==> src/rtl/uart_rx_word_packer_if.sv <==
// Byte-in / word-out bundle for the UART word packer.
// The slave modport is the packer side; the master modport is the receiver/consumer side.
interface uart_rx_word_packer_if #(
  parameter int unsigned UART_DATA_WIDTH   = 8,
  parameter int unsigned CONFIG_DATA_WIDTH = 32,
  parameter int unsigned FIFO_DEPTH        = 4
);
  localparam int unsigned CNT_W = $clog2(FIFO_DEPTH) + 1;

  logic                         i_Rx_DV;
  logic [UART_DATA_WIDTH-1:0]   i_Rx_Byte;
  logic [CONFIG_DATA_WIDTH-1:0] i_Timeout;
  logic                         i_Word_Ready;
  logic                         i_Clear_Err;
  logic                         o_Word_Valid;
  logic [CONFIG_DATA_WIDTH-1:0] o_Word;
  logic [CNT_W-1:0]             o_Fifo_Count;
  logic                         o_Overflow;
  logic                         o_Timeout_Err;

  modport master (
    output i_Rx_DV, i_Rx_Byte, i_Timeout, i_Word_Ready, i_Clear_Err,
    input  o_Word_Valid, o_Word, o_Fifo_Count, o_Overflow, o_Timeout_Err
  );

  modport slave (
    input  i_Rx_DV, i_Rx_Byte, i_Timeout, i_Word_Ready, i_Clear_Err,
    output o_Word_Valid, o_Word, o_Fifo_Count, o_Overflow, o_Timeout_Err
  );
endinterface

==> src/rtl/uart_rx_word_packer.sv <==
// Packs four UART bytes little-endian into a word and queues words in a
// first-word-fall-through FIFO, with an inter-byte timeout and sticky overflow.
module uart_rx_word_packer #(
  parameter int unsigned UART_DATA_WIDTH   = 8,
  parameter int unsigned CONFIG_DATA_WIDTH = 32,
  parameter int unsigned FIFO_DEPTH        = 4
) (
  input logic                  i_Clock,
  input logic                  i_Reset,
  uart_rx_word_packer_if.slave bus
);
  localparam int unsigned UW    = UART_DATA_WIDTH;
  localparam int unsigned CW    = CONFIG_DATA_WIDTH;
  localparam int unsigned CNT_W = $clog2(FIFO_DEPTH) + 1;
  localparam int unsigned PTR_W = (FIFO_DEPTH > 1) ? $clog2(FIFO_DEPTH) : 1;

  typedef enum logic [0:0] {S_IDLE, S_COLLECT} state_e;

  state_e           state_q;
  logic [1:0]       idx_q;
  logic [CW-1:0]    word_q;
  logic [CW-1:0]    timeout_q;
  logic [CW-1:0]    timer_q;
  logic             timeout_err_q;

  logic [CW-1:0]    mem_q [FIFO_DEPTH];
  logic [PTR_W-1:0] wr_ptr_q;
  logic [PTR_W-1:0] rd_ptr_q;
  logic [CNT_W-1:0] count_q;
  logic             overflow_q;

  logic             timeout_hit;
  logic             push;
  logic             pop;
  logic             full;
  logic             push_ok;
  logic             drop;
  logic [CW-1:0]    push_word;

  // Completed word: held bytes 0..2 plus the byte arriving now as byte 3.
  always_comb begin
    push_word = word_q;
    push_word[3*UW +: UW] = bus.i_Rx_Byte;
  end

  assign timeout_hit = (state_q == S_COLLECT) && !bus.i_Rx_DV &&
                       (timeout_q != '0) && (timer_q >= timeout_q - CW'(1));
  assign push    = (state_q == S_COLLECT) && bus.i_Rx_DV && (idx_q == 2'd3);
  assign pop     = (count_q != '0) && bus.i_Word_Ready;
  assign full    = (count_q == CNT_W'(FIFO_DEPTH));
  assign push_ok = push && (!full || pop);
  assign drop    = push && full && !pop;

  // Byte collection FSM; an arriving byte always beats a timeout.
  always_ff @(posedge i_Clock) begin
    if (i_Reset) begin
      state_q       <= S_IDLE;
      idx_q         <= 2'd0;
      word_q        <= '0;
      timeout_q     <= '0;
      timer_q       <= '0;
      timeout_err_q <= 1'b0;
    end else begin
      timeout_err_q <= 1'b0;
      case (state_q)
        S_IDLE: begin
          if (bus.i_Rx_DV) begin
            word_q    <= CW'(bus.i_Rx_Byte);
            idx_q     <= 2'd1;
            timeout_q <= bus.i_Timeout;
            timer_q   <= '0;
            state_q   <= S_COLLECT;
          end
        end
        S_COLLECT: begin
          if (bus.i_Rx_DV) begin
            timer_q <= '0;
            if (idx_q == 2'd3) begin
              idx_q   <= 2'd0;
              state_q <= S_IDLE;
            end else begin
              word_q[32'(idx_q) * UW +: UW] <= bus.i_Rx_Byte;
              idx_q                         <= idx_q + 2'd1;
            end
          end else if (timeout_hit) begin
            timeout_err_q <= 1'b1;
            idx_q         <= 2'd0;
            timer_q       <= '0;
            state_q       <= S_IDLE;
          end else if (timer_q != '1) begin
            timer_q <= timer_q + CW'(1);
          end
        end
        default: state_q <= S_IDLE;
      endcase
    end
  end

  // Storage needs no reset: the count gates everything visible.
  always_ff @(posedge i_Clock) begin
    if (push_ok) mem_q[wr_ptr_q] <= push_word;
  end

  always_ff @(posedge i_Clock) begin
    if (i_Reset) begin
      wr_ptr_q   <= '0;
      rd_ptr_q   <= '0;
      count_q    <= '0;
      overflow_q <= 1'b0;
    end else begin
      if (push_ok)
        wr_ptr_q <= (wr_ptr_q == PTR_W'(FIFO_DEPTH - 1)) ? '0 : wr_ptr_q + PTR_W'(1);
      if (pop)
        rd_ptr_q <= (rd_ptr_q == PTR_W'(FIFO_DEPTH - 1)) ? '0 : rd_ptr_q + PTR_W'(1);
      if (push_ok && !pop)
        count_q <= count_q + CNT_W'(1);
      else if (pop && !push_ok)
        count_q <= count_q - CNT_W'(1);
      // A fresh drop outranks a clear in the same cycle.
      if (drop)
        overflow_q <= 1'b1;
      else if (bus.i_Clear_Err)
        overflow_q <= 1'b0;
    end
  end

  assign bus.o_Word_Valid  = (count_q != '0);
  assign bus.o_Word        = (count_q != '0) ? mem_q[rd_ptr_q] : '0;
  assign bus.o_Fifo_Count  = count_q;
  assign bus.o_Overflow    = overflow_q;
  assign bus.o_Timeout_Err = timeout_err_q;
endmodule

==> src/flat_wrapper.sv <==
// flat-port wrapper written by rule: the top's interface ports become plain ports
module uart_rx_word_packer_flat 
#(
  parameter int unsigned UART_DATA_WIDTH   = 8,
  parameter int unsigned CONFIG_DATA_WIDTH = 32,
  parameter int unsigned FIFO_DEPTH        = 4
)
  (i_Clock, i_Reset, bus_i_Rx_DV, bus_i_Rx_Byte, bus_i_Timeout, bus_i_Word_Ready, bus_i_Clear_Err, bus_o_Word_Valid, bus_o_Word, bus_o_Fifo_Count, bus_o_Overflow, bus_o_Timeout_Err);
  uart_rx_word_packer_if #(.UART_DATA_WIDTH(UART_DATA_WIDTH), .CONFIG_DATA_WIDTH(CONFIG_DATA_WIDTH), .FIFO_DEPTH(FIFO_DEPTH)) bus_i ();
  input logic i_Clock;
  input logic i_Reset;
  input wire logic [$bits(bus_i.i_Rx_DV)-1:0] bus_i_Rx_DV;
  input wire logic [$bits(bus_i.i_Rx_Byte)-1:0] bus_i_Rx_Byte;
  input wire logic [$bits(bus_i.i_Timeout)-1:0] bus_i_Timeout;
  input wire logic [$bits(bus_i.i_Word_Ready)-1:0] bus_i_Word_Ready;
  input wire logic [$bits(bus_i.i_Clear_Err)-1:0] bus_i_Clear_Err;
  output wire logic [$bits(bus_i.o_Word_Valid)-1:0] bus_o_Word_Valid;
  output wire logic [$bits(bus_i.o_Word)-1:0] bus_o_Word;
  output wire logic [$bits(bus_i.o_Fifo_Count)-1:0] bus_o_Fifo_Count;
  output wire logic [$bits(bus_i.o_Overflow)-1:0] bus_o_Overflow;
  output wire logic [$bits(bus_i.o_Timeout_Err)-1:0] bus_o_Timeout_Err;
  assign bus_i.i_Rx_DV = bus_i_Rx_DV;
  assign bus_i.i_Rx_Byte = bus_i_Rx_Byte;
  assign bus_i.i_Timeout = bus_i_Timeout;
  assign bus_i.i_Word_Ready = bus_i_Word_Ready;
  assign bus_i.i_Clear_Err = bus_i_Clear_Err;
  assign bus_o_Word_Valid = bus_i.o_Word_Valid;
  assign bus_o_Word = bus_i.o_Word;
  assign bus_o_Fifo_Count = bus_i.o_Fifo_Count;
  assign bus_o_Overflow = bus_i.o_Overflow;
  assign bus_o_Timeout_Err = bus_i.o_Timeout_Err;
  uart_rx_word_packer #(.UART_DATA_WIDTH(UART_DATA_WIDTH), .CONFIG_DATA_WIDTH(CONFIG_DATA_WIDTH), .FIFO_DEPTH(FIFO_DEPTH)) u_core (.i_Clock(i_Clock), .i_Reset(i_Reset), .bus(bus_i));
endmodule
==> config.mk <==
export PLATFORM = sky130hd
export DESIGN_NAME = uart_rx_word_packer_flat
export DESIGN_NICKNAME = d
export VERILOG_FILES = /design/src/rtl/uart_rx_word_packer_if.sv /design/src/rtl/uart_rx_word_packer.sv /design/src/flat_wrapper.sv
export SDC_FILE = /design/constraint.sdc
export NUM_CORES = 1
export LEC_CHECK = 0
export ABC_CLOCK_PERIOD_IN_PS = 4800
export CELL_PAD_IN_SITES_DETAIL_PLACEMENT = 1
export CELL_PAD_IN_SITES_GLOBAL_PLACEMENT = 1
export CORE_MARGIN = 5
export CORE_UTILIZATION = 47
export CTS_CLUSTER_DIAMETER = 80
export DETAILED_ROUTE_END_ITERATION = 10
export PLACE_DENSITY = 0.77
export SLEW_MARGIN = 20
export SYNTH_ARGS = -nofsm -noshare
export SYNTH_HDL_FRONTEND = slang
export SYNTH_SLANG_ARGS = --single-unit
==> constraint.sdc <==
create_clock -name i_Clock -period 4.8 [get_ports i_Clock]
set_input_delay 0.72 -clock i_Clock [delete_from_list [all_inputs] [get_ports i_Clock]]
set_output_delay 0.72 -clock i_Clock [all_outputs]
set_load 0.1 [all_outputs]
After elaboration in Yosys (flattened, before gate mapping)
Memories as Yosys holds them, arrays and structs flattened. A register that Yosys moved wholly into a read port is not among the register bits.
Index checks and enable logic that the tools add are counted.
{ "classes": {"add_sub_neg": 8, "magnitude_cmp": 1, "eq_ne": 10, "n_shift": 2, "n_mux": 32, "bitwise": 1, "n_reduce_logical": 25} }
{ "ops": {"columns": ["operator", "n"], "rows": [
  ["2-to-1 mux 32 bit", 8],
  ["case mux 32 bit (2 select lines)", 2],
  ["negator 5 -> 34 bit", 1],
  ["variable shift 8 x 34 -> 32 bit, first input constant", 1],
  ["indexed part select 8 x 34 -> 32 bit", 1],
  ["adder 32 x 1 -> 32 bit, second input constant", 1],
  ["bitwise mux 32 bit", 1],
  ["greater-or-equal comparator 32 bit", 1],
  ["!= test 32 bit, second input constant", 1],
  ["nonzero test 32 bit", 1],
  ["subtractor 32 x 1 -> 32 bit, second input constant", 1],
  ["2-to-1 mux 2 bit", 8],
  ["logical AND 1 bit", 11],
  ["2-to-1 mux 1 bit", 9],
  ["adder 2 x 1 -> 2 bit, second input constant", 3],
  ["== test 2 bit, second input constant", 3],
  ["2-to-1 mux 3 bit", 2],
  ["!= test 2 bit, second input constant", 3],
  ["AND reduction 2 bit", 3],
  ["zero test 1 bit", 4],
  ["!= test 4 bit, second input constant", 1],
  ["case mux 2 bit (2 select lines)", 1],
  ["nonzero test 2 bit", 2],
  ["adder 3 x 1 -> 3 bit, second input constant", 1],
  ["9 further kinds", 9]
]} }
{ "totals": {"ff_bits": 108, "ramBits": 128, "in_bits": 45, "output_inout_bits": 38, "wordCells": 90, "n_memories": 1} }
{ "memory_table": {"columns": ["memory", "words", "width", "read_ports", "rd_clocked_by_memory_dff", "write_ports", "line_no", "rtl"], "rows": [
  ["u_core.mem_q", 4, 32, 1, 1, 1, "uart_rx_word_packer.sv:26", "logic [CW-1:0] mem_q [FIFO_DEPTH];"]
]} }

Logic depth before layout (Yosys ltp)
{ "logic_depth": {"word_depth": 8, "mapped_depth": 18} }

Worst setup path after synthesis
No wires, ideal clock.
{ "synth_timing": {"path_type": "register to output", "from": "reg u_core.count_q[0] (netlist: u_core.bus.o_Fifo_Count[0])", "to": "out bus_o_Word[22]", "t_arrival_ns": 3.263, "required_ns": 4.080, "setup_slack_ns": 0.817, "stages_incl_launch_ff": 5, "n_path_buf": 2, "cell_sequence": "dfxtp_1 or3_1 clkbuf_1 clkbuf_1 and2_1"} }
{ "synth_via": {"elab_chain_len": 2} }
{ "synth_rtl": {"columns": ["element", "line_no", "rtl"], "rows": [
  ["start: declaration", "uart_rx_word_packer.sv:29", "logic [CNT_W-1:0] count_q;"],
  ["start signal: assignment", "uart_rx_word_packer.sv:116", "count_q <= count_q + CNT_W'(1);"],
  ["start signal: assignment", "uart_rx_word_packer.sv:118", "count_q <= count_q - CNT_W'(1);"],
  ["nonzero test 3 bit", null, null],
  ["via bus_o_Word_Valid", "flat_wrapper.sv:17", "output wire logic [$bits(bus_i.o_Word_Valid)-1:0] bus_o_Word_Valid;"],
  ["2-to-1 mux 32 bit", "uart_rx_word_packer.sv:128", "assign bus.o_Word = (count_q != '0) ? mem_q[rd_ptr_q] : '0;"],
  ["end: declaration", "flat_wrapper.sv:18", "output wire logic [$bits(bus_i.o_Word)-1:0] bus_o_Word;"]
]} }
The timed path passes the listed nets, and every way through them passes these cells.

Worst setup path in the final report
{ "layout_timing": {"from": "reg u_core.timeout_q[2]", "to": "reg u_core.timer_q[18]"} }
{ "layout_via": {"elab_chain_len": 6} }
{ "layout_rtl": {"columns": ["element", "line_no", "rtl"], "rows": [
  ["start: declaration", "uart_rx_word_packer.sv:22", "logic [CW-1:0] timeout_q;"],
  ["start signal: assignment", "uart_rx_word_packer.sv:70", "timeout_q <= bus.i_Timeout;"],
  ["subtractor 32 x 1 -> 32 bit or nonzero test 32 bit (tied branches)", "uart_rx_word_packer.sv:47", "(timeout_q != '0) && (timer_q >= timeout_q - CW'(1));"],
  ["greater-or-equal comparator 32 bit or logical AND 1 bit (tied branches)", "uart_rx_word_packer.sv:47, uart_rx_word_packer.sv:46", null],
  ["logical AND 1 bit *", "uart_rx_word_packer.sv:47", null],
  ["2-to-1 mux 32 bit", "uart_rx_word_packer.sv:85", "end else if (timeout_hit) begin"],
  ["2-to-1 mux 32 bit", "uart_rx_word_packer.sv:76", "if (bus.i_Rx_DV) begin"],
  ["case mux 32 bit (2 select lines)", "uart_rx_word_packer.sv:65", "case (state_q)"],
  ["end signal: assignment", "uart_rx_word_packer.sv:91", "timer_q <= timer_q + CW'(1);"],
  ["end: declaration", "uart_rx_word_packer.sv:23", "logic [CW-1:0] timer_q;"]
]} }
Every way passes the cells marked *; elsewhere a longest branch is shown, timed or not.
A chain may end at the register's enable or synchronous reset.

==> results by group <==
Job
  – Max Cap Viol: 0

Global route
  – Pin count of the biggest net entering global routing: 54
  – Global-route wire length before repair: ~43 mm
  – GRT Util Overall: 0.202
  – Vias in the first global route: ~8,100
  – Initial antenna violation count: 0
  – Global route overflow: 0

Detailed routing
  – Highest routed layer: met4
  – Detailed-route via count: 7,664
  – DRT iter0 DRCs: approximately 480
  – Total wire length: roughly 26 mm
  – Met2 routed WL: roughly 13 mm
  – Vias per inst: slightly below 6
  – Antenna-violating nets left: 0
  – Drt first pass iters: 5
  – DR WL met3: ~1.1 mm
  – Drt wl/cell: approximately 20 um
  – DRC Markers: 0
  – WL met1: about 11 mm

Die
  – I/O Pins: between 80 and 90
  – Core ar.: ~0.023 mm^2
  – Site row count: 55
  – Starting Density: 0.473
  – Die Ht: about 160 um
  – Die width: between 150 and 200 um
  – Die area: around 0.026 mm^2

Run status
  – Status: completed

Cells and area
  – Final net count: between 1,000 and 1,500
  – Fraction of layout instances using a drive strength above 1: 0.108
  – Finished Layout Cells: 1,324
  – Final core occ: 0.563
  – Area delta synth->final: 19.0%
  – N_diodes: 0
  – FILL cells: ~2,300

Synth
  – Synth warn: 0
  – Seq cells post-synth: 230
  – Mapped Area: 0.0107 mm^2
  – Synth cell types: between 60 and 70
  – Syn_nets: just over 1,000
  – Avg Inst Size Synth: 11.3 um^2
  – Asr flop ratio synth: 0
  – Post-Synthesis Cells: roughly 950
  – Post-synth EDFFs: ~130
  – Predominant post-synthesis flop cell: edfxtp_1
  – Post-synthesis sequential area ratio: 0.553

Worst hold path
  – Worst hold path class: reg2reg

Timing
  – Post-Route Skew: between 0.01 and 0.015 ns
  – Final WS setup: approximately 0.44 ns
  – Final Critical Period: about 4.4 ns
  – Setup-failing EPs final: 0
  – RSZ-0062 raised after global routing: no
  – Slew @ Worst Pin: roughly 1.0 ns
  – Final period util: 0.908
  – Final Max Tran Viols: 0
  – Fmax: 229 MHz
  – Fin. Hold Viols: 0
  – Relative slew slack: 0.335

Clocking
  – CTS Buf Count: 26
  – Latest clock arrival within the worst-skew pair: ~0.52 ns
  – Worst-path clk slew: around 0.06 ns
  – Htree depth: 1
  – Clock buffer depth: 3
  – Post-CTS Hold Buffers: 0
  – CTS Sinks: 230
  – CTS tree: built
  – Clk root buf: clkbuf_16
  – Post-CTS Setup Inserts: 0

Critical path
  – Crit path max fanout: 35
  – Arr. time, crit path: about 4.7 ns
  – Crit Path Class: reg2reg
  – Required time worst endpoint: ~5.2 ns
  – CP endpoint kind: flop
  – CP Launch Type: flop

Power
  – Switching power total: slightly below 3 mW
  – Logic gate share of total power: 0.402
  – PD cells: 567 mW/mm^2
  – Pleak: 4.29 nW
  – Peak VDD IR: around 0.00042 V
  – Total power: 7.19 mW
  – Internal power: 4.22 mW
  – Reg power frac: 0.307
  – Sw frac: 0.413
  – Clock Power Share: 0.291

Place
  – GP Congestion: 0.768
  – # port buffers: between 80 and 90
  – Placement Setup Slack: -0.00644 ns
  – HPWL Detailed: between 15 and 20 mm
  – Placed cells: approximately 1,300
## state kept, by name (all words and copies together), names as in the netlist, named ones only
| register | count |
|---|---|
| u_core.idx_q | 2 |
| u_core.bus.o_Fifo_Count | 3 |
| u_core.wr_ptr_q | 2 |
| u_core.word_q | 24 |
| u_core.bus.o_Timeout_Err | 1 |
| u_core.bus.o_Overflow | 1 |
| u_core.state_q | 1 |
| u_core.timeout_q | 32 |
| u_core.rd_ptr_q | 2 |
| u_core.timer_q | 32 |
| u_core.mem_q | 128 |
## critical path: stages, from the launching register on
cell and delay, ns:
dfxtp_1 0.35, or3_1 0.42, nor3_1 0.26, nand2b_1 0.14
inv_1 0.11, nand3_1 0.14, or3_1 0.40, nor3_1 0.25
xnor2_1 0.12, ha_1 0.30, nand4_1 0.16, nor4_2 0.38
o311ai_2 0.18, a31oi_2 0.27, nor2_4 0.17, buf_16 0.21
a31oi_1 0.21, a21oi_1 0.09
## power by group through the flow
stage / clock network, mW / registers, mW / logic [mW]
floorplan: 0 / 2.28 / 2.23
global placement: 0 / 2.25 / 2.88
detailed placement: 0 / 2.25 / 2.92
CTS: 2.13 / 2.21 / 2.93
global route: 2.23 / 2.22 / 3.02
finish: 2.09 / 2.20 / 2.89
## cells by family after synthesis
logic type,after synthesis,share of synthesized area
XOR/XNOR,34,0.0280
buffers and inverters,64,0.0256
AO/OA/AOI/OAI,151,0.0879
adder cells (fa/ha/maj),45,0.0536
flip-flops,230,0.553
AND/OR/NAND/NOR,385,0.181
multiplexers,36,0.0714
## routing by layer
layer / track usage / up-vias
met5: 0 / -
met4: 0.0458 / 0
met3: 0.0285 / 32
met2: 0.372 / 149
met1: 0.252 / 3819
li1: - / 3664
## final timing paths
path | cells after the start | start | to | slack [ns]
worst min register to register | 2 | u_core.bus.o_Overflow | u_core.bus.o_Overflow | 0.48
worst max-delay path | 17 | u_core.timeout_q[2] | u_core.timer_q[18] | 0.44
worst min-delay path | 2 | u_core.bus.o_Overflow | u_core.bus.o_Overflow | 0.48
worst max register to register | 17 | u_core.timeout_q[2] | u_core.timer_q[18] | 0.44
## synth_stat cells, types with 5 or more instances
| library cell | n | area share |
|---|---|---|
| nand3_1 | 39 | 0.018 |
| or3_1 | 8 | 0.0047 |
| nor3_1 | 27 | 0.013 |
| a22oi_1 | 27 | 0.019 |
| inv_1 | 15 | 0.0053 |
| nand4_1 | 15 | 0.0088 |
| nand2_1 | 119 | 0.042 |
| nor4_1 | 19 | 0.011 |
| nor2_1 | 73 | 0.026 |
| xnor2_1 | 24 | 0.020 |
| o21ai_0 | 16 | 0.0075 |
| nor2b_1 | 10 | 0.0059 |
| a31oi_1 | 23 | 0.014 |
| ha_1 | 44 | 0.052 |
| and2_1 | 39 | 0.023 |
| edfxtp_1 | 128 | 0.36 |
| clkbuf_1 | 36 | 0.013 |
| xor2_1 | 10 | 0.0082 |
| mux4_2 | 32 | 0.068 |
| buf_1 | 5 | 0.0018 |
| dfxtp_1 | 102 | 0.19 |
| a21oi_1 | 60 | 0.028 |
## repair_timing
action,in CTS,in global routing
resized for setup,0,2
endpoints found under the setup margin,1,20
pin swaps,1,0
## stage by stage
step | hold slack [ns] | setup TNS (ns) | instance area, um^2
after detailed placement | 0.473 | -0.00644 | 11700
final | 0.478 | 0 | 12700
after floorplan | 0.456 | 0 | 10700
after global placement | 0.463 | 0 | 11700
after CTS | 0.481 | 0 | 12600
after global routing | 0.496 | 0 | 12700
## layout by cell type (no fill, tap or decap), types with 9 or more instances in the layout
cell type	n
nor3_1	27
nand2_1	118
clkbuf_16	27
nand4_1	15
nor2b_1	9
xnor2_1	24
ha_1	44
a31oi_1	22
nor2_1	73
edfxtp_1	128
buf_4	13
clkdlybuf4s50_1	79
xor2_1	10
nand3_1	39
a21oi_1	60
nor4_1	16
inv_1	15
a22oi_1	27
o21ai_0	16
mux4_2	32
and2_1	39
dfxtp_1	101
## layout make-up
type                            count  area (um^2)  share of cell area
Multi-Input combinational cell    651         4520               0.357
Sequential cell                   230         5890               0.464
Tap cell                          285          357              0.0281
Clock inverter                     13          199              0.0157
Timing Repair Buffer               95          941              0.0742
Clock buffer                       34          712              0.0562
Inverter                           16         60.1             0.00474
Power figures use the tool's default switching activity.
